### config.mk
export PLATFORM = sky130hd
export DESIGN_NAME = mult_op_dispatcher
export DESIGN_NICKNAME = d
export VERILOG_FILES = /design/src/rtl/mult_op_dispatcher.sv
export SDC_FILE = /design/constraint.sdc
export NUM_CORES = 1
export LEC_CHECK = 0
export CAP_MARGIN = 0
export CORE_MARGIN = 2
export CORE_UTILIZATION = 44
export DETAILED_ROUTE_END_ITERATION = 10
export PLACE_DENSITY = 0.85
export SLEW_MARGIN = 5
export SYNTH_ARGS = -nofsm -noshare
export SYNTH_HDL_FRONTEND = slang
export SYNTH_SLANG_ARGS = --single-unit
### constraint.sdc
create_clock -name clk -period 2.4 [get_ports clk]
set_input_delay 0.48 -clock clk [delete_from_list [all_inputs] [get_ports clk]]
set_output_delay 0.48 -clock clk [all_outputs]
set_load 0.02 [all_outputs]
### src/rtl/mult_op_dispatcher.sv
// Sequencer between a valid/ready operand stream and the floating-point multiplier core.
// Drives the core's start/acknowledge handshake, buffers one product and resets a hung core.
module mult_op_dispatcher #(
  parameter int W       = 32,
  parameter int TIMEOUT = 255,
  parameter int CNT_W   = 8
) (
  input  logic         clk,
  input  logic         rst,
  input  logic         in_valid,
  output logic         in_ready,
  input  logic [W-1:0] in_op_a,
  input  logic [W-1:0] in_op_b,
  output logic [W-1:0] core_op_a,
  output logic [W-1:0] core_op_b,
  output logic         core_beg,
  output logic         core_ack,
  output logic         core_rst,
  input  logic         core_ready,
  input  logic [W-1:0] core_result,
  output logic         out_valid,
  input  logic         out_ready,
  output logic [W-1:0] out_result,
  output logic         timeout_err
);

  typedef enum logic [2:0] {
    S_IDLE   = 3'd0,
    S_LAUNCH = 3'd1,
    S_WAIT   = 3'd2,
    S_ACK    = 3'd3,
    S_DRAIN  = 3'd4
  } state_t;

  localparam logic [CNT_W-1:0] TMO_LIMIT = CNT_W'(TIMEOUT);

  state_t         state_r, state_nxt_s;
  logic [CNT_W-1:0] wd_r, wd_nxt_s;
  logic [W-1:0]   op_a_r, op_a_nxt_s, op_b_r, op_b_nxt_s;
  logic [W-1:0]   res_r, res_nxt_s;
  logic           out_valid_r, out_valid_nxt_s;
  logic           beg_r, beg_nxt_s, ack_r, ack_nxt_s;
  logic           core_rst_r, core_rst_nxt_s;
  logic           terr_r, terr_nxt_s;
  logic           accept_s, space_s, capture_s, stall_s, fire_s;

  assign in_ready  = (state_r == S_IDLE) && !core_rst_r;
  assign accept_s  = in_valid && in_ready;
  // A slot frees up either when empty or when the held result leaves this cycle.
  assign space_s   = !out_valid_r || out_ready;
  assign capture_s = (state_r == S_WAIT) && core_ready && space_s;
  assign stall_s   = (state_r == S_WAIT) && core_ready && !space_s;
  assign fire_s    = (state_r == S_WAIT) && !core_ready && (wd_r == TMO_LIMIT);

  // State register
  always_ff @(posedge clk or negedge rst) begin
    if (!rst) begin
      state_r <= S_IDLE;
    end else begin
      state_r <= state_nxt_s;
    end
  end

  // Next-state decode
  always_comb begin
    state_nxt_s = state_r;
    case (state_r)
      S_IDLE:   if (accept_s) state_nxt_s = S_LAUNCH; else state_nxt_s = S_IDLE;
      S_LAUNCH: state_nxt_s = S_WAIT;
      S_WAIT: begin
        if (capture_s)   state_nxt_s = S_ACK;
        else if (fire_s) state_nxt_s = S_IDLE;
        else             state_nxt_s = S_WAIT;
      end
      S_ACK:    state_nxt_s = S_DRAIN;
      S_DRAIN:  state_nxt_s = S_IDLE;
      default:  state_nxt_s = S_IDLE;
    endcase
  end

  // Next values for every registered output and the watchdog
  always_comb begin
    op_a_nxt_s      = op_a_r;
    op_b_nxt_s      = op_b_r;
    wd_nxt_s        = wd_r;
    res_nxt_s       = res_r;
    out_valid_nxt_s = out_valid_r;
    beg_nxt_s       = (state_nxt_s == S_LAUNCH);
    ack_nxt_s       = (state_nxt_s == S_ACK);
    core_rst_nxt_s  = fire_s;
    terr_nxt_s      = terr_r || fire_s;
    if (accept_s) begin
      op_a_nxt_s = in_op_a;
      op_b_nxt_s = in_op_b;
    end else begin
      op_a_nxt_s = op_a_r;
      op_b_nxt_s = op_b_r;
    end
    // Watchdog freezes while the core waits on downstream backpressure.
    if (state_r == S_LAUNCH) begin
      wd_nxt_s = {CNT_W{1'b0}};
    end else if ((state_r == S_WAIT) && !stall_s && (wd_r != TMO_LIMIT)) begin
      wd_nxt_s = wd_r + CNT_W'(1);
    end else begin
      wd_nxt_s = wd_r;
    end
    if (capture_s) begin
      res_nxt_s       = core_result;
      out_valid_nxt_s = 1'b1;
    end else if (out_valid_r && out_ready) begin
      out_valid_nxt_s = 1'b0;
    end else begin
      out_valid_nxt_s = out_valid_r;
    end
  end

  // Output and datapath registers
  always_ff @(posedge clk or negedge rst) begin
    if (!rst) begin
      op_a_r      <= {W{1'b0}};
      op_b_r      <= {W{1'b0}};
      wd_r        <= {CNT_W{1'b0}};
      res_r       <= {W{1'b0}};
      out_valid_r <= 1'b0;
      beg_r       <= 1'b0;
      ack_r       <= 1'b0;
      core_rst_r  <= 1'b1;
      terr_r      <= 1'b0;
    end else begin
      op_a_r      <= op_a_nxt_s;
      op_b_r      <= op_b_nxt_s;
      wd_r        <= wd_nxt_s;
      res_r       <= res_nxt_s;
      out_valid_r <= out_valid_nxt_s;
      beg_r       <= beg_nxt_s;
      ack_r       <= ack_nxt_s;
      core_rst_r  <= core_rst_nxt_s;
      terr_r      <= terr_nxt_s;
    end
  end

  assign core_op_a   = op_a_r;
  assign core_op_b   = op_b_r;
  assign core_beg    = beg_r;
  assign core_ack    = ack_r;
  assign core_rst    = core_rst_r;
  assign out_valid   = out_valid_r;
  assign out_result  = res_r;
  assign timeout_err = terr_r;

endmodule

# After elaboration in Yosys (flattened, before gate mapping)
# Index checks and enable logic that the tools add are counted.
# classes
n_addsub	1
muxes	8
n_eq_ne	7
n_reduce_logical	20
# op_table
cell	n
8-bit 2-to-1 mux	2
3-bit case mux with 4 select lines	1
1-bit logical AND	10
3-bit by 2-bit equality test with 1-bit output (second input constant)	3
8-bit by 1-bit adder with 8-bit output (second input constant)	1
8-bit equality test (second input constant)	1
8-bit inequality test (second input constant)	1
3-bit by 1-bit equality test with 1-bit output (second input constant)	2
1-bit logical NOT	5
2-bit 2-to-1 mux	2
2-bit nonzero test	2
3-bit logical NOT	1
1-bit 2-to-1 mux	3
1-bit logical OR	2
# word_totals
ff_bits	112
output_inout_bits	102
elab_cells	46

# Logic depth before layout (Yosys ltp)
# Gate-level depths: netlist (run 1).
# logic_depth
word_depth	9
ltp_mapped	5

# Worst setup path after synthesis (run 1)
# OpenSTA, ideal clock, no wires.
# synth_path
path_kind	flip-flop to flip-flop
from	register state_r[0]
to	register op_a_r[26], in the netlist core_op_a[26]
required_time_ns	2.272
path_stages_with_launch	6
slack_ns	0.492
setup_time_ns	0.128
t_arrival_ns	1.781
cell_sequence	dfrtp_1 nor4_2 nand2_1 buf_4 buf_6 mux2_1
# synth_between
elab_chain_len	3
# synth_rtl
element	line_no	rtl
start: declaration	37	state_t state_r, state_nxt_s;
start signal: assignment	60	state_r <= state_nxt_s;
3-bit logical NOT	47	assign in_ready = (state_r == S_IDLE) && !core_rst_r;
1-bit logical AND	47	
net in_ready	11	output logic in_ready,
1-bit logical AND	48	assign accept_s = in_valid && in_ready;
end signal: assignment	120	op_a_r <= {W{1'b0}};
end signal: assignment	130	op_a_r <= op_a_nxt_s;
end: declaration	39	logic [W-1:0] op_a_r, op_a_nxt_s, op_b_r, op_b_nxt_s;
# The timed path passes the listed nets, and every way through them passes these cells.
# A chain may end at the register's enable or synchronous reset.

# Worst setup path after layout (run 1)
# layout_path
from	register state_r[0]
to	output port in_ready
# layout_between
elab_chain_len	2
# layout_rtl
element	line_no
3-bit logical NOT	47
1-bit logical AND	47
end: declaration	11
# No other way between the ends.

==> key figures, run 1 <==
Setup path
  • CP peak stage delay: 0.46 ns
  • Worst Setup Path Type: flip-flop to primary output
  • Crit path capture type: primary output
  • CP Data Arrival Time: 1.59 ns
  • Crit Path Max Fanout: 8
  • CP cell instances: nor4_2, dlygate4sd2_1
  • CP max-delay cell: dfrtp_1
  • WP data required: 1.92 ns
  • CP startpoint kind: flip-flop

Yosys
  • Synth Register Bits: 112
  • Avg Cell Area, Syn: 15.75 µm²
  • Sequential fraction of the synthesis area: 64.98%
  • Leading cell types by count after synthesis: dfrtp_1, mux2_2, mux2_1
  • Synth top area share: 64.37%
  • Post-synth ARST share: between 90% and 100%
  • Post-synth EDFFs: 0
  • Syn. warnings: 0
  • Most common cell in the netlist: dfrtp_1
  • Mapped Area: 0.004315 mm²
  • Largest area contributor in the synthesized netlist: dfrtp_1
  • Synth cell types: 34
  • Syn nets: 376
  • Synth Instances: 274
  • Area contributors post-synth: dfrtp_1, mux2_2, mux2_1, buf_6, nand2_1
  • Dominant synthesized flop cell: dfrtp_1

Route
  • WL per Instance: 16.15 µm
  • Drt drc: 0
  • Number of DRC markers in iteration 0: 22
  • Met2 Routed Length: 4929 µm
  • Total Wirelength: 10040 µm
  • Top routing layer in use: met4
  • Met1 wire length: 3973 µm
  • Initial DRT Pass Iterations: 3
  • Routed Antenna Nets: 0
  • Detail-routed via count per cell: 4.828
  • Routed length on met3: 1004 µm
  • Via count: 3003

Floorplan
  • Area of the core: 0.009639 mm²
  • Die width: 103.0 µm
  • Io pins: 203
  • Number of placement rows: 36
  • Die Area: about 0.011 mm²
  • Initial Util: 44.77%
  • Die H: 103.0 µm

Clock tree
  • Worst-skew pair later-pin latency: 0.36 ns
  • CTS resizes: 1
  • Inserted Clock Buffers: 9
  • Clk root buf: clkbuf_8
  • Post-CTS Setup Bufs: 0
  • H-tree depth: 3
  • CTS tree: built
  • Clock Pin Slew Worst Setup and Hold Paths: around 0.10 ns
  • CTS sink count: ~110
  • Worst-case clock buffer depth: 2
  • # hold bufs at CTS: 0

Pwr
  • Worst ir drop on vdd: 0.8210 mV
  • Static Leak: ~0.0028 µW
  • Power density over cell area: 1336 mW/mm²

Finish
  • Proportion of layout cells with a drive suffix above 1: 16.80%
  • Area of the multi-input gates: 0.001425 mm²
  • Fillers: 722
  • Nets: 585
  • Finished Core Util: 69.86%
  • Design Area, Final: 0.006734 mm²
  • Layout area overhead: 56.05%
  • Seq. cell area: 0.002804 mm²

Placement
  • IO Port Bufs: 202
  • RePlAce Congestion: 0.8028
  • DP Wirelength: 7745 µm
  • Dpl cell area: between 0.006 and 0.007 mm²
  • Place WS: 0.3854 ns

Timing
  • Final worst-path cycle share: 86.32%
  • Max-slew violation count: 0
  • RSZ-0062 raised after global routing: no
  • Slew headroom: 64.82%
  • Max frequency: just under 0.5 GHz
  • Setup_tns: 0 ns
  • Minimum clock period after layout: 2.072 ns
  • Least-Margin Pin Slew: about 0.53 ns
  • Endpoints failing setup: 0
  • Final hold viol count: 0
  • Final WS setup: around 0.33 ns
  • Worst hold slack: 0.08225 ns
  • Clock Skew: 0.005020 ns

Global routing
  • Initial antenna violation count: 1
  • Largest net degree at the start of global routing: 54
  • Grt ovf: 0
  • First-pass GRT wire length: ~15000 µm
  • Number of global-route vias before repair: 2937
  • Total GRT Usage: 18.64%

Hold path
  • Hold WC Path Type: input port to async pin

Flow run
  • Max-cap violations: 0

Run status
  • Status: finished clean
## cell usage in the layout, fill, tap and decap left out, types with 2 or more instances in the layout
cell,n
nand2b_1,3
nor2_1,2
buf_4,3
nor3_1,2
mux2_2,52
clkbuf_8,9
buf_12,4
nand3_1,2
nand2_1,9
mux2i_1,3
a21oi_1,4
nand4_1,3
clkdlybuf4s50_1,200
or2_2,2
dfrtp_1,111
inv_1,3
mux2_1,44
bufinv_16,2
o21ai_0,4
clkinv_2,3
nor4_1,2
or3_1,2
## flip-flops by register name, indices dropped and copies added, names as in the netlist, 3 cells and up
signal      flops
core_op_a      32
core_op_b      32
out_result     32
wd_r            8
state_r         3
## where the power goes
group / leakage, µW / switching, µW / internal [µW]
Sequential: 0.00134 / 467 / 2780
Clock: 0.000110 / 606 / 586
Combinational: 0.00137 / 2130 / 2430
## worst paths after layout
path                            cells past startpoint  slack (ns)   startpoint            end
max in group asynchronous                           2        1.64          rst  core_op_a[11]
worst min register to register                      1        0.49  timeout_err    timeout_err
worst max-delay path                                2        0.33   state_r[0]       in_ready
worst min-delay path                                1        0.08          rst  core_op_a[26]
worst max register to register                      4        0.60   state_r[0]   core_op_b[3]
min in group clk                                    1        0.49  timeout_err    timeout_err
## through the flow
step / cells / power, µW
after floorplan: 274 / 5583
after global placement: 605 / 7758
after detailed placement: 605 / 7915
after CTS: 621 / 9115
after global routing: 622 / 9510
final: 622 / 8997
## cell type report
type / count / area share, %
clock inverters: 6 / 1.245
inverters: 3 / 0.1672
multi-input cells: 149 / 21.16
well taps: 133 / 2.471
diodes: 1 / 0.03716
flip-flops and latches: 112 / 41.64
clock buffers: 10 / 1.895
repair buffers: 208 / 31.38
## worst max-delay path: cells and delay by family, from the launching register on
family                 cells  cell delay [ns]
buffers and inverters      1             0.38
and+or+nand+nor            1             0.39
DFF                        1             0.46
## cells by family after synthesis
group | Yosys count | share of synthesized area, %
and+or+nand+nor | 38 | 5.422
buffers and inverters | 13 | 2.058
muxes | 99 | 25.75
DFF | 112 | 64.98
AOI/OAI and AO/OA | 10 | 1.305
xor gates and xnor gates | 1 | 0.2030
adders and majority gates | 1 | 0.2899
## layer usage
layer / vias to the layer above / GRT usage [%]
li1: 1392 / -
met1: 1472 / 22.51
met2: 128 / 30.52
met3: 11 / 7.932
met4: 0 / 5.668
met5: - / 0
Power figures use the tool's default switching activity.
==> run 2, diff against run 1 <==
- ABC_CLOCK_PERIOD_IN_PS: default -> 2400
- GPL_TIMING_DRIVEN: default -> 0
==> key figures, run 2 (synthesis results as in run 1) <==
Run status
  • Status: finished clean

Finish
  • Diode count: 0
  • Fillers: 684
  • Nets: 590
  • Commonest non-fill, non-tap cell in the layout: clkdlybuf4s50_1
  • Finished Core Util: 70.02%
  • Layout area overhead: 56.39%
  • Leading cell types in the layout, fill and taps excluded: clkdlybuf4s50_1, dfrtp_1, mux2_2, mux2_1
  • Design Area, Final: slightly below 0.007 mm²
  • Proportion of layout cells with a drive suffix above 1: 17.04%
  • Final Non-Filler Cells: ~630

Setup path
  • CP Depth: 1
  • CP cell instances: clkdlybuf4s50_1
  • CP Data Arrival Time: 1.50 ns
  • Reg2Reg Depth: 5
  • CP max-delay cell: clkdlybuf4s50_1
  • WP buf/inv: 1
  • WP data required: 1.92 ns
  • Crit-path leading delay family: buffers and inverters
  • Crit path capture type: primary output
  • Reg2reg start: state_r[0]
  • Crit Path Max Fanout: 2
  • CP startpoint kind: flip-flop
  • Worst Setup Path Type: flip-flop to primary output
  • Setup crit start: core_rst
  • CP peak stage delay: a little over 0.6 ns

Placement
  • IO Port Bufs: 202
  • RePlAce Congestion: 0.7947
  • DP Wirelength: 7782 µm
  • Dpl cell area: between 0.006 and 0.007 mm²
  • Cells after DPL: 610

Timing
  • Slew headroom: roughly two thirds
  • Final hold viol count: 0
  • Minimum clock period after layout: 1.978 ns
  • Max-slew violation count: 0
  • Max frequency: 0.5056 GHz
  • Endpoints failing setup: 0
  • Final worst-path cycle share: approximately 80%
  • Clock Skew: 0.01566 ns
  • Worst hold slack: between 0.05 and 0.06 ns
  • RSZ-0062 raised after global routing: no
  • Least-Margin Pin Slew: 0.4994 ns

Floorplan
  • Die Area: 0.01062 mm²
  • Die H: 103.0 µm
  • Die width: about 100 µm
  • Number of placement rows: 36
  • Initial Util: 44.77%
  • Area of the core: roughly 0.0096 mm²
  • Io pins: roughly 200

Route
  • Via count: approximately 3000
  • Total Wirelength: 10090 µm
  • Drt drc: 0
  • Routed Antenna Nets: 0
  • Number of DRC markers in iteration 0: 43
  • Detail-routed via count per cell: roughly 4.8
  • WL per Instance: 16.12 µm
  • Initial DRT Pass Iterations: 4

Global routing
  • First-pass GRT wire length: 14950 µm
  • Grt ovf: 0
  • Number of global-route vias before repair: 3148
  • Total GRT Usage: 18.44%
  • Largest net degree at the start of global routing: between 60 and 70
  • Initial antenna violation count: 0

Pwr
  • Flop pwr share: 36.2%
  • Sw Ratio: roughly a third
  • Pint: about 5800 µW
  • Worst ir drop on vdd: between 0.7 and 0.8 mV
  • Switching power total: 3169 µW
  • Gate power share: 50.4%
  • Power density over cell area: 1334 mW/mm²
  • Static Leak: 0.002831 µW
  • Clock power share: 13.4%
  • Total power: 9006 µW

Clock tree
  • H-tree depth: 3
  • Inserted Clock Buffers: 9
  • Clock Pin Slew Worst Setup and Hold Paths: 0.10 ns
  • Worst-case clock buffer depth: 2
  • Clk root buf: clkbuf_8
  • # hold bufs at CTS: 0
  • CTS tree: built
  • Worst-skew pair later-pin latency: 0.36 ns
  • CTS sink count: 112

Flow run
  • Max-cap violations: 0

Hold path
  • Hold WC Path Type: input port to async pin
[run 2: changes by cell type in the layout (fill, tap and decap cells not counted), sizes merged]
cell	before	now
diode	1	0
buf	7	12
dlygate4sd2	1	0
clkinv	4	1
dlymetal6s2s	0	1
clkbuf	10	13
[run 2: power by group through the flow]
stage / logic, µW / registers, µW / clock network (µW)
after floorplan: 1270 / 4310 / 0
after global placement: 4500 / 3250 / 0
after detailed placement: 4590 / 3300 / 0
after CTS: 4620 / 3270 / 1240
after global routing: 4820 / 3370 / 1320
final: 4540 / 3260 / 1200
[run 2: final cells by class]
| cell class | count | area, µm² | share of cell area [%] |
|---|---|---|---|
| timing repair buffer | 203 | 2053 | 30.42 |
| tap | 133 | 166.4 | 2.466 |
| multi-input combinational | 149 | 1423 | 21.08 |
| inverter | 3 | 11.26 | 0.1669 |
| clock buffer | 13 | 148.9 | 2.206 |
| clock inverter | 3 | 65.06 | 0.9640 |
| sequential | 112 | 2804 | 41.55 |
| buffer | 10 | 77.57 | 1.149 |
[run 2: worst paths after layout]
kind	slack (ns)	end
min in group clk	0.49	timeout_err
max in group asynchronous	1.70	out_result[2]
worst max register to register	0.56	core_op_b[25]
worst min register to register	0.49	timeout_err
worst max-delay path	0.42	core_rst
worst min-delay path	0.06	core_op_a[26]
[run 2: timing repair]
action | in CTS | in global routing
resized for setup | 0 | 1
setup buffers | 0 | 0
setup endpoints to repair | 0 | 1
[run 2: through the flow]
stage / worst slack, ns / TNS (ns)
floorplan: 0.4916 / 0
global placement: -3.232 / -360.17
detailed placement: 0.3362 / 0
CTS: 0.03429 / 0
global route: 0.3738 / 0
finish: 0.4220 / 0
[run 2: routing by layer]
layer / part of all wire (%) / vias up / track usage [%]
met5: 0 / - / 0
met4: 1.2 / 0 / 6.883
met3: 9.8 / 14 / 6.373
met2: 50 / 139 / 31.62
met1: 39 / 1432 / 21.42
li1: - / 1394 / -
